## config.mk

```make
export PLATFORM = sky130hd
export DESIGN_NAME = uart_rx_byte
export DESIGN_NICKNAME = d
export VERILOG_FILES = /design/src/rtl/uart_rx_byte.sv
export SDC_FILE = /design/constraint.sdc
export NUM_CORES = 1
export LEC_CHECK = 0
export CAP_MARGIN = 10
export CORE_MARGIN = 5
export CORE_UTILIZATION = 25
export CTS_CLUSTER_SIZE = 8
export DETAILED_ROUTE_END_ITERATION = 10
export PLACE_DENSITY = 0.4
export SYNTH_ARGS = -nofsm -noshare
export SYNTH_HDL_FRONTEND = slang
export SYNTH_SLANG_ARGS = --single-unit
```

## constraint.sdc

```tcl
create_clock -name clk -period 2.32 [get_ports clk]
set_clock_uncertainty 0.2 [all_clocks]
set_input_delay 0.464 -clock clk [delete_from_list [all_inputs] [get_ports clk]]
set_output_delay 0.464 -clock clk [all_outputs]
set_load 0.01 [all_outputs]
```

## src/rtl/uart_rx_byte.sv

```systemverilog
// uart_rx_byte -- serial-to-byte receiver with a valid/ready output holding register.
//
// Optional feature: define UART_RX_PARITY_EN to receive 8E1 frames (one even
// parity bit after the data bits); otherwise frames are 8N1.
//
// Parameters:
//   CLK_HZ    system clock frequency in Hz
//   BAUD      line bit rate
// Ports:
//   clk       system clock, rising edge
//   rst_n     asynchronous active-low reset
//   rx        asynchronous serial line, idle high
//   data      received byte
//   valid     data holds an unconsumed byte
//   ready     consumer accepts data when valid && ready
//   frame_err one-cycle pulse: bad stop bit (or parity mismatch)
//   overrun   one-cycle pulse: a completed byte was dropped, holding register full
module uart_rx_byte #(
    parameter int unsigned CLK_HZ = 50_000_000,
    parameter int unsigned BAUD   = 115_200
) (
    input  logic       clk,
    input  logic       rst_n,
    input  logic       rx,
    output logic [7:0] data,
    output logic       valid,
    input  logic       ready,
    output logic       frame_err,
    output logic       overrun
);

    localparam int unsigned DIV_RAW = CLK_HZ / (BAUD * 16);
    localparam int unsigned DIV     = (DIV_RAW < 1) ? 1 : DIV_RAW;
    localparam int unsigned DIV_W   = (DIV > 1) ? $clog2(DIV) : 1;
    localparam logic [DIV_W-1:0] DIV_LAST = DIV_W'(DIV - 1);

`ifdef UART_RX_PARITY_EN
    typedef enum logic [2:0] {IDLE, START, DATA, PARITY, STOP} state_t;
`else
    typedef enum logic [1:0] {IDLE, START, DATA, STOP} state_t;
`endif

    state_t           state, state_next;
    logic             rx_meta, rx_sync, rx_d;
    logic [DIV_W-1:0] div_cnt;
    logic [3:0]       tick_cnt;
    logic [2:0]       bit_cnt;
    logic             s7, s8;
    logic [7:0]       shift;
`ifdef UART_RX_PARITY_EN
    logic             par_err;
`endif

    logic tick, maj, at_mid, at_end, start_edge;
    logic byte_done, frame_bad;

    assign tick       = (state != IDLE) && (div_cnt == DIV_LAST);
    // 2-of-3 vote over ticks 7, 8 and the live sample at tick 9
    assign maj        = (s7 & s8) | (s7 & rx_sync) | (s8 & rx_sync);
    assign at_mid     = tick && (tick_cnt == 4'd9);
    assign at_end     = tick && (tick_cnt == 4'd15);
    assign start_edge = (state == IDLE) && rx_d && !rx_sync;

    always_ff @(posedge clk or negedge rst_n) begin
        if (!rst_n) begin
            state <= IDLE;
        end else begin
            state <= state_next;
        end
    end

    always_comb begin
        state_next = state;
        byte_done  = 1'b0;
        frame_bad  = 1'b0;
        case (state)
            IDLE: begin
                if (start_edge) state_next = START;
            end
            START: begin
                if (at_mid && maj)  state_next = IDLE;
                else if (at_end)    state_next = DATA;
            end
            DATA: begin
                if (at_end && (bit_cnt == 3'd7)) begin
`ifdef UART_RX_PARITY_EN
                    state_next = PARITY;
`else
                    state_next = STOP;
`endif
                end
            end
`ifdef UART_RX_PARITY_EN
            PARITY: begin
                if (at_end) state_next = STOP;
            end
`endif
            STOP: begin
                // Leave at mid-bit so a start edge right after the stop bit is seen
                if (at_mid) begin
                    state_next = IDLE;
`ifdef UART_RX_PARITY_EN
                    if (maj && !par_err) byte_done = 1'b1;
                    else                 frame_bad = 1'b1;
`else
                    if (maj) byte_done = 1'b1;
                    else     frame_bad = 1'b1;
`endif
                end
            end
            default: state_next = IDLE;
        endcase
    end

    always_ff @(posedge clk or negedge rst_n) begin
        if (!rst_n) begin
            rx_meta  <= 1'b1;
            rx_sync  <= 1'b1;
            rx_d     <= 1'b1;
            div_cnt  <= '0;
            tick_cnt <= '0;
            bit_cnt  <= '0;
            s7       <= 1'b0;
            s8       <= 1'b0;
            shift    <= '0;
`ifdef UART_RX_PARITY_EN
            par_err  <= 1'b0;
`endif
        end else begin
            rx_meta <= rx;
            rx_sync <= rx_meta;
            rx_d    <= rx_sync;

            if (start_edge) begin
                div_cnt  <= '0;
                tick_cnt <= '0;
                bit_cnt  <= '0;
`ifdef UART_RX_PARITY_EN
                par_err  <= 1'b0;
`endif
            end else if (state != IDLE) begin
                div_cnt <= tick ? '0 : div_cnt + 1'b1;
                if (tick) tick_cnt <= tick_cnt + 1'b1;
                if ((state == DATA) && at_end) bit_cnt <= bit_cnt + 1'b1;
            end

            if (tick && (tick_cnt == 4'd7)) s7 <= rx_sync;
            if (tick && (tick_cnt == 4'd8)) s8 <= rx_sync;

            if ((state == DATA) && at_mid) shift <= {maj, shift[7:1]};
`ifdef UART_RX_PARITY_EN
            if ((state == PARITY) && at_mid) par_err <= (maj != ^shift);
`endif
        end
    end

    always_ff @(posedge clk or negedge rst_n) begin
        if (!rst_n) begin
            data      <= 8'h00;
            valid     <= 1'b0;
            frame_err <= 1'b0;
            overrun   <= 1'b0;
        end else begin
            frame_err <= frame_bad;
            overrun   <= 1'b0;
            if (byte_done) begin
                if (!valid || ready) begin
                    data  <= shift;
                    valid <= 1'b1;
                end else begin
                    overrun <= 1'b1;
                end
            end else if (valid && ready) begin
                valid <= 1'b0;
            end
        end
    end

endmodule

```

**Yosys cells after proc, flatten, opt, wreduce, memory -nomap -nowiden**

Cells that the tools add are included.

- Add/sub/neg operators: 3
- $mul: 0
- Div/mod/pow operators: 0
- Magnitude comparators: 0
- Eq/ne operators: 14
- Shifts and indexed selects: 0
- Mux-type cells: 26
- Bitwise logic cells: 5
- Reduce and logical (&&, ||, !) cells: 26

Operators by type and width:

| kind | number |
|---|---|
| 5-bit two-way mux | 3 |
| 4-bit == test (second input constant) | 3 |
| 1-bit logical AND | 12 |
| 4-bit two-way mux | 3 |
| 1-bit two-way mux | 11 |
| 2-bit two-way mux | 5 |
| 2-bit nonzero test | 5 |
| 3-bit two-way mux | 3 |
| 2-bit case mux with 4 select lines | 1 |
| 2-bit AND reduction | 4 |
| 2-bit inequality test (second input constant) | 3 |
| 5-bit by 1-bit adder with 5-bit output (second input constant) | 1 |
| 5-bit == test (second input constant) | 1 |
| 4-bit by 1-bit adder with 4-bit output (second input constant) | 1 |
| 2-bit == test (second input constant) | 2 |
| 4-bit by 3-bit == test with 1-bit output (second input constant) | 1 |
| 4-bit AND reduction | 1 |
| 3-bit by 1-bit adder with 3-bit output (second input constant) | 1 |
| 1-bit bitwise AND | 3 |
| 3-bit == test (second input constant) | 1 |
| 3-bit inequality test (second input constant) | 1 |
| 2-bit by 1-bit == test with 1-bit output (second input constant) | 1 |
| 1-bit zero test | 2 |
| 2-bit zero test | 1 |
| 3 further kinds | 4 |

- Flip-flop bits (word level): 38
- Latch bits: 0
- RAM bits: 0
- Bits in read-only memories: 0
- Input bits: 4
- Memories: 0

**Longest topological paths before layout**

Gate-level depths: netlist of run 1.

- Depth after elaboration: 8
- Depth in mapped cells: 8
- Gate-level depth less buffers: 6

**Least setup slack after synthesis of run 1**

OpenSTA, ideal clock, no wires.

- Path kind: register to register
- Start: register div_cnt[0]
- End: register data[0]
- Library setup time: 0.125 ns
- Arrival time: 1.645 ns
- Slack: 0.350 ns
- Stages on the path, launching flop included: 9
- Period minus slack after synthesis: 1.970 ns
- Path through: dfrtp_1 inv_1 ha_1 and4b_1 buf_4 nand4_1 nor2b_1 buf_6 mux2_4

- Cells in the longest elaborated chain, start to end: 6

RTL lines:

| element | line | text |
|---|---|---|
| from (decl) | 45 | `logic [DIV_W-1:0] div_cnt;` |
| from (signal assigned) | 142 | `div_cnt <= tick ? '0 : div_cnt + 1'b1;` |
| 5-bit == test | 57 | `assign tick = (state != IDLE) && (div_cnt == DIV_LAST);` |
| 1-bit logical AND | 57 |  |
| 1-bit logical AND | 60 | `assign at_mid = tick && (tick_cnt == 4'd9);` |
| 1-bit two-way mux | 100 | `if (at_mid) begin` |
| 1-bit two-way mux | 76 | `case (state)` |
| 2-bit AND reduction (no source line) | -- |  |
| to (signal assigned) | 168 | `data <= shift;` |
| to (decl) | 25 | `output logic [7:0] data,` |

Every way passes these cells.
A chain may end at the register's enable or synchronous reset.

**Final worst setup path of run 1**

- Start: register div_cnt[0]
- End: register data[4]

The elaborated chain is that of the path after synthesis.

==> results of run 1 <==
-- through the flow --
stage	total power (uW)	util, %	cells
final	1610	31.3	258
after global routing	1720	31.3	258
after CTS	1640	31.3	258
after detailed placement	1050	29.5	250
after global placement	1040	29.5	250
after floorplan	969	-	140
-- power breakdown --
group | internal (uW) | switching [uW] | leakage, uW
logic | 106 | 122 | 0.000395
registers | 730 | 74.0 | 0.000503
clock network | 351 | 224 | 0.0000585
-- Yosys cell counts (all sizes together), types with 4 or more instances --
cell   instances  area [sq um]
ha             7          87.6
nand2          5          18.8
nor2          17          71.3
mux2          18           233
dfrtp         35           876
a21oi          8          40.0
xor2           4          35.0
-- layer usage --
layer	wire [um]	up-vias	track usage [%]	share of wire, %
li1	-	525	-	-
met1	1510	518	10.9	48
met2	1460	20	12.6	46
met3	141	5	2.82	4.5
met4	34	0	2.89	1.1
met5	0	-	0	0
-- worst max-delay path by stage --
stage / from / to / cells past startpoint
after detailed placement: ready / data[6] / 5
after global routing: div_cnt[0] / data[4] / 7
after global placement: ready / data[6] / 5
after floorplan: div_cnt[0] / data[0] / 8
final: div_cnt[0] / data[4] / 7
after CTS: div_cnt[0] / data[4] / 7
-- layout make-up --
cell class	instances	area (sq um)	area share, %
Multi-Input combinational cell	95	756	35.6
Inverter	3	11.3	0.530
Clock inverter	1	30.0	1.41
Tap cell	96	120	5.66
Timing Repair Buffer	18	165	7.78
Sequential cell	38	955	45.0
Clock buffer	7	86.3	4.07
-- cell families after synthesis --
kind of cell	after synthesis	synth area share, %
and+or+nand+nor	45	14.5
DFF	38	54.6
muxes	20	14.5
AOI/OAI and AO/OA	15	5.08
adders and majority gates	8	5.65
xor gates and xnor gates	7	3.51
buffers and inverters	7	2.15
-- sequential cells by signal (all words and copies together) (netlist names), named ones only --
name / count
data: 8
shift: 8
frame_err: 1
bit_cnt: 3
state: 1
overrun: 1
rx_d: 1
s7: 1
rx_meta: 1
div_cnt: 5
rx_sync: 1
tick_cnt: 4
s8: 1
valid: 1
==> reports/qor.txt, run 1 <==
TritonCTS clock tree - done
Worst Reg-to-Reg Cells - 7
Setup violations, final - 0
CTS H-tree depth - 2
Starting Density - 25.7%
Syn. warnings - 0
Final hold violation count - 0
First-pass GRT wire length - 5640 um
Ant. Diodes - 0
Status - completed
Crit path time final - 2.04 ns
Core Region - 0.00679 sq mm
Design Area, Final - 0.00212 sq mm
Maxcap violations - 0
IO Pins - 15
Final Hold Slack - 0.0216 ns
Total grt overflow - 0
Post-cts gate resize count - 0
Area grow syn2layout - 21.5%
Final Cycle Share - 88.1%
Setup slack, reg-to-reg - 0.28 ns
Drt drc - 0
Root Driver - clkbuf_8
Largest net degree at the start of global routing - 39
Ys flop type - dfrtp_1
I/O Buffers - 14
# fillers - 689
Synth Cell Area - 0.00175 sq mm
CP max-delay cell - dfrtp_1
Synthesis-stage register bit count - 38
Cells along the critical path - inv_1, ha_1, and4b_1, nand4_1, nor2b_1, buf_4, mux2_4
CP arrival - 2.02 ns
Worst VDD drop - 356 uV
Mean Syn Cell Area - 12.5 sq um
Mapped Nets - 151
Drt first pass iters - 4
Placer Congestion - 0.696
Yosys cell types - 36
Dpl ws - 0.269 ns
Net count, final - 172
Commonest non-fill, non-tap cells in the layout - dfrtp_1, nor2_1, clkdlybuf4s50_1
Crit path required time - 2.29 ns
Rows - 30
WP buf/inv - 2
Worst slew pin tran - 0.488 ns
Placement Cell Area - 0.00201 sq mm
Max clock buf depth - 2
Max Slew Vio Count - 0
Commonest non-fill, non-tap cell in the layout - dfrtp_1
Mapped Cells - 140
Clock Latency Late Sink - 0.28 ns
Slack of the critical path - 0.275 ns
Vias per inst - 4.14
CP delay by family, top - simple AND/OR/NAND/NOR gates
Kind of start point of the critical path - flop
Fraction of layout cells with a size suffix above 1 - 24.1%
RSZ-0062 raised after global routing - false
DRT Wirelength - 3150 um
GRT Total Usage - 8.28%
Pwr dens - 756 mW/mm^2
Die ar. - 0.00876 sq mm
R2R Path Start - div_cnt[0]
Seq/Total Area, Yosys - 54.6%
Die height - 93.6 um
Crit. End Element - flop
Peak Freq - 489 MHz
Rel. slew slack - 67.5%
Avg WL per Cell - 12.2 um
# Post-CTS Setup Buffers - 0
EDFF count, synth - 0
Die Wd - 93.6 um
CP max FO - 8
Leakage power - 0.000957 uW
Dpl hpwl - 2270 um
CTS Buf Count - 5
TritonCTS Sinks - 38
Clk slew on worst S/H paths - 0.07 ns
Slowest cell delay on critical path - 0.40 ns
Number of antenna violations at the first check in global routing - 0
Remaining antenna violation count after routing - 0
Total Neg Setup Slack - 0 ns
Vias in the first global route - 1,158
CP Class - reg -> reg
Routed via count - 1,068
Synth async-reset ratio - 100%
Reg-to-Reg End - data[4]
Hold_buf cts - 0
Hold WC Path Type - in -> async
1st-iter DRT viols - 19
(Power assumes the default switching activity.)
==> inputs of run 2 (changes only) <==
CTS_CLUSTER_DIAMETER = 100   (was not set)
PLACE_DENSITY = 0.47   (was 0.4)
==> reports/qor.txt, run 2 (same netlist as run 1, synthesis figures left out) <==
Status - completed
Slowest cell delay on critical path - 0.40 ns
Clock Latency Late Sink - 0.29 ns
Leakage power - 0.000944 uW
Crit. End Element - flop
GRT Total Usage - 7.61%
RSZ-0062 raised after global routing - false
Vias per inst - 4.20
CP max-delay cell - dfrtp_1
CP arrival - 2.11 ns
Total Neg Setup Slack - 0 ns
Drt drc - 0
Rows - 30
Crit path required time - 2.29 ns
Net count, final - 171
Final Hold Slack - 0.158 ns
Maxcap violations - 0
# Post-CTS Setup Buffers - 0
Peak Freq - 466 MHz
Starting Density - 25.7%
Drt first pass iters - 4
Setup slack, reg-to-reg - 0.18 ns
Clk slew on worst S/H paths - 0.08 ns
Die ar. - 0.00876 sq mm
Commonest non-fill, non-tap cell in the layout - dfrtp_1
Fraction of layout cells with a size suffix above 1 - 23.6%
# fillers - 691
Largest net degree at the start of global routing - 39
CP Class - reg -> reg
Placer Congestion - 0.748
Hold WC Path Type - reg -> reg
Top routing layer used - met4
Post-Layout Cell Count - 257
CTS Buf Count - 5
Largest regs - data x8, shift x8, div_cnt x5
Final hold violation count - 0
Design Area, Final - 0.00211 sq mm
Worst slew pin tran - 0.363 ns
Root Driver - clkbuf_8
I/O Buffers - 14
Cells along the critical path - inv_1, ha_1, and4b_1, nand4_1, nor2b_1, buf_4, mux2_4
Kind of start point of the critical path - flop
Rel. slew slack - 75.7%
Die height - 93.6 um
CTS H-tree depth - 2
Met3 WL post-DR - 149 um
Pwr dens - 709 mW/mm^2
IO Pins - 15
CP delay by family, top - simple AND/OR/NAND/NOR gates
Routed via count - 1,080
Avg WL per Cell - 11.6 um
WP buf/inv - 2
CP max FO - 8
Cells after DPL - 248
DR WL met2 - 1350 um
Dpl hpwl - 2150 um
TritonCTS clock tree - done
Setup violations, final - 0
Max clock buf depth - 2
DRT Wirelength - 2970 um
Die Wd - 93.6 um
Core Region - 0.00679 sq mm
1st-iter DRT viols - 19
Number of antenna violations at the first check in global routing - 0
Placement Cell Area - 0.00200 sq mm
TritonCTS Sinks - 38
Remaining antenna violation count after routing - 0
Total grt overflow - 0
Crit path time final - 2.14 ns
First-pass GRT wire length - 5310 um
Met1 wire length - 1420 um
Post-cts gate resize count - 0
Worst VDD drop - 246 uV
Max Slew Vio Count - 0
Ant. Diodes - 0
Area grow syn2layout - 20.7%
Vias in the first global route - 1,149
Final Cycle Share - 92.4%
Commonest non-fill, non-tap cells in the layout - dfrtp_1, nor2_1, clkdlybuf4s50_1
==> run 2: cell types whose count changed in the layout (fill, tap and decap cells not counted), sizes merged <==
cell	before	now
clkbuf	7	6
bufinv	1	0
buf	5	3
clkinvlp	0	1
dlygate4sd3	0	1
clkinv	0	1
==> run 2: power breakdown <==
| group | internal [uW] | switching, uW | leakage [uW] |
|---|---|---|---|
| Sequential | 730 | 72.7 | 0.000503 |
| Clock | 239 | 230 | 0.0000472 |
| Combinational | 104 | 120 | 0.000393 |
==> run 2: area by class of cell <==
type / instances / area (sq um) / share of cell area [%]
repair buffers: 17 / 173 / 8.19
clock inverters: 2 / 12.5 / 0.593
multi-input cells: 95 / 756 / 35.8
clock buffers: 6 / 82.6 / 3.91
inverters: 3 / 11.3 / 0.534
well taps: 96 / 120 / 5.69
flip-flops and latches: 38 / 955 / 45.3
==> run 2: metal layers <==
layer / GRT usage [%] / vias to the layer above
met2: 11.7 / 18
met5: 0 / -
met3: 2.57 / 7
li1: - / 528
met4: 3.25 / 0
met1: 9.74 / 527
==> run 2: worst paths after layout <==
kind	from	to	cells past startpoint
max	div_cnt[0]	data[0]	7
min	rx_meta	rx_sync	0
max reg2reg	div_cnt[0]	data[0]	7
min reg2reg	rx_meta	rx_sync	0
max in group asynchronous	rst_n	rx_meta	3
min in group asynchronous	rst_n	data[6]	3
==> run 2: worst register-to-register path: stages (launching register included) <==
cell     delay, ns
dfrtp_1       0.40
inv_1         0.10
ha_1          0.19
and4b_1       0.33
nand4_1       0.15
nor2b_1       0.13
buf_4         0.21
mux2_4        0.32
==> run 2: metrics by stage <==
stage	setup WS [ns]	utilization [%]	total power [uW]
2_1_floorplan	0.350	-	969
3_3_place_gp	0.251	29.5	1040
3_5_place_dp	0.188	29.5	1040
4_1_cts	0.175	31.0	1520
5_1_grt	0.0648	31.0	1600
6_report	0.176	31.0	1500
==> run 2: what timing repair did <==
action                                  CTS  global route
hold endpoints to repair                 35             0
hold buffers                              1             0
endpoints found under the setup margin    0             0
==> inputs of run 3 (changes only) <==
CORE_ASPECT_RATIO = 1.2   (was not set)
==> reports/qor.txt, run 3 (same netlist as run 1, synthesis figures left out) <==
Status - completed
Dpl hpwl - 2280 um
Post-cts gate resize count - 0
Root Driver - clkbuf_8
CP arrival - 1.99 ns
Maxcap violations - 0
Post-Layout Cell Count - 248
Area grow syn2layout - 19.0%
Largest net degree at the start of global routing - 39
CP Class - reg -> reg
Net count, final - 171
Final Cycle Share - 86.9%
Max clock buf depth - 2
Register area - 955 sq um
1st-iter DRT viols - 16
DRT Wirelength - 3090 um
Clock Latency Late Sink - 0.29 ns
Setup violations, final - 0
Crit path time final - 2.02 ns
Die Wd - 86.3 um
I/O Buffers - 14
# fillers - 726
RSZ-0062 raised after global routing - false
CTS Buf Count - 5
Core Region - 0.00681 sq mm
Commonest non-fill, non-tap cells in the layout - dfrtp_1, nor2_1, clkdlybuf4s50_1
Max Slew Vio Count - 0
Peak Freq - 496 MHz
Starting Density - 25.7%
Die ar. - 0.00877 sq mm
Hold_buf cts - 0
Avg WL per Cell - 12.4 um
Worst VDD drop - 344 uV
Clk slew on worst S/H paths - 0.07 ns
CP Depth - 7
Rel. slew slack - 68.0%
TritonCTS Sinks - 38
CP max-delay cell - dfrtp_1
Kind of start point of the critical path - flop
Crit. End Element - flop
CP max FO - 8
Rows - 33
First-pass GRT wire length - 5530 um
CP delay by family, top - simple AND/OR/NAND/NOR gates
Hold WC Path Type - in -> async
Design Area, Final - 0.00208 sq mm
Cells along the critical path - inv_1, ha_1, and4b_1, nand4_1, nor2b_1, buf_4, mux2_4
TritonCTS clock tree - done
Vias in the first global route - 1,149
Worst Reg-to-Reg Cells - 7
GRT Total Usage - 7.91%
Largest regs - data x8, shift x8, div_cnt x5
CTS H-tree depth - 2
Routed via count - 1,080
Die height - 102 um
Multi-input logic area - 756 sq um
Placement Cell Area - 0.00199 sq mm
Crit path required time - 2.30 ns
Ant. Diodes - 0
Cells after DPL - 240
Leakage power - 0.000941 uW
Pwr dens - 713 mW/mm^2
Drt first pass iters - 4
Drt drc - 0
Final hold violation count - 0
Total grt overflow - 0
# Post-CTS Setup Buffers - 0
WP buf/inv - 2
Total Neg Setup Slack - 0 ns
Final Hold Slack - 0.0193 ns
Slowest cell delay on critical path - 0.40 ns
Worst slew pin tran - 0.480 ns
IO Pins - 15
Fraction of layout cells with a size suffix above 1 - 23.6%
Number of antenna violations at the first check in global routing - 0
Commonest non-fill, non-tap cell in the layout - dfrtp_1
Vias per inst - 4.35
Placer Congestion - 0.707
Final Util - 30.5%
Remaining antenna violation count after routing - 0
run 3: cell count changes in the layout (fill, tap and decap cells not counted), sizes merged:
cell | previous run | this run
clkbuf | 6 | 7
dlygate4sd3 | 1 | 0
clkinvlp | 1 | 0
buf | 3 | 4
run 3: metrics by stage:
step | total power [uW] | worst slack (ns)
CTS | 1510 | 0.281
global route | 1600 | 0.152
finish | 1480 | 0.305
floorplan | 969 | 0.350
detailed placement | 1040 | 0.276
global placement | 1030 | 0.279
run 3: power breakdown:
| part | switching (uW) | internal (uW) |
|---|---|---|
| sequential | 72.0 | 730 |
| clock | 222 | 240 |
| combinational | 115 | 104 |
| total | 409 | 1070 |
run 3: per-layer routing:
layer / wire [um] / part of all wire, % / global-route usage, % / vias up
met5: 0 / 0 / 0 / -
met4: 54 / 1.7 / 2.88 / 0
met3: 161 / 5.2 / 2.85 / 5
met2: 1480 / 48 / 12.8 / 20
met1: 1390 / 45 / 9.69 / 531
li1: - / - / - / 524
run 3: layout make-up:
| cell class | count | area share [%] |
|---|---|---|
| Tap cell | 87 | 5.23 |
| Sequential cell | 38 | 45.9 |
| Multi-Input combinational cell | 95 | 36.3 |
| Inverter | 3 | 0.542 |
| Timing Repair Buffer | 17 | 7.58 |
| Clock inverter | 1 | 0.241 |
| Clock buffer | 7 | 4.15 |
run 3: path summary, 6_finish.rpt:
check,startpoint,to,slack (ns)
min in group clk,rx_meta,rx_sync,0.16
max in group asynchronous,rst_n,rx_d,1.54
worst max-delay path,div_cnt[0],data[7],0.30
worst min-delay path,rst_n,shift[5],0.02
worst max register to register,div_cnt[0],data[7],0.30
worst min register to register,rx_meta,rx_sync,0.16
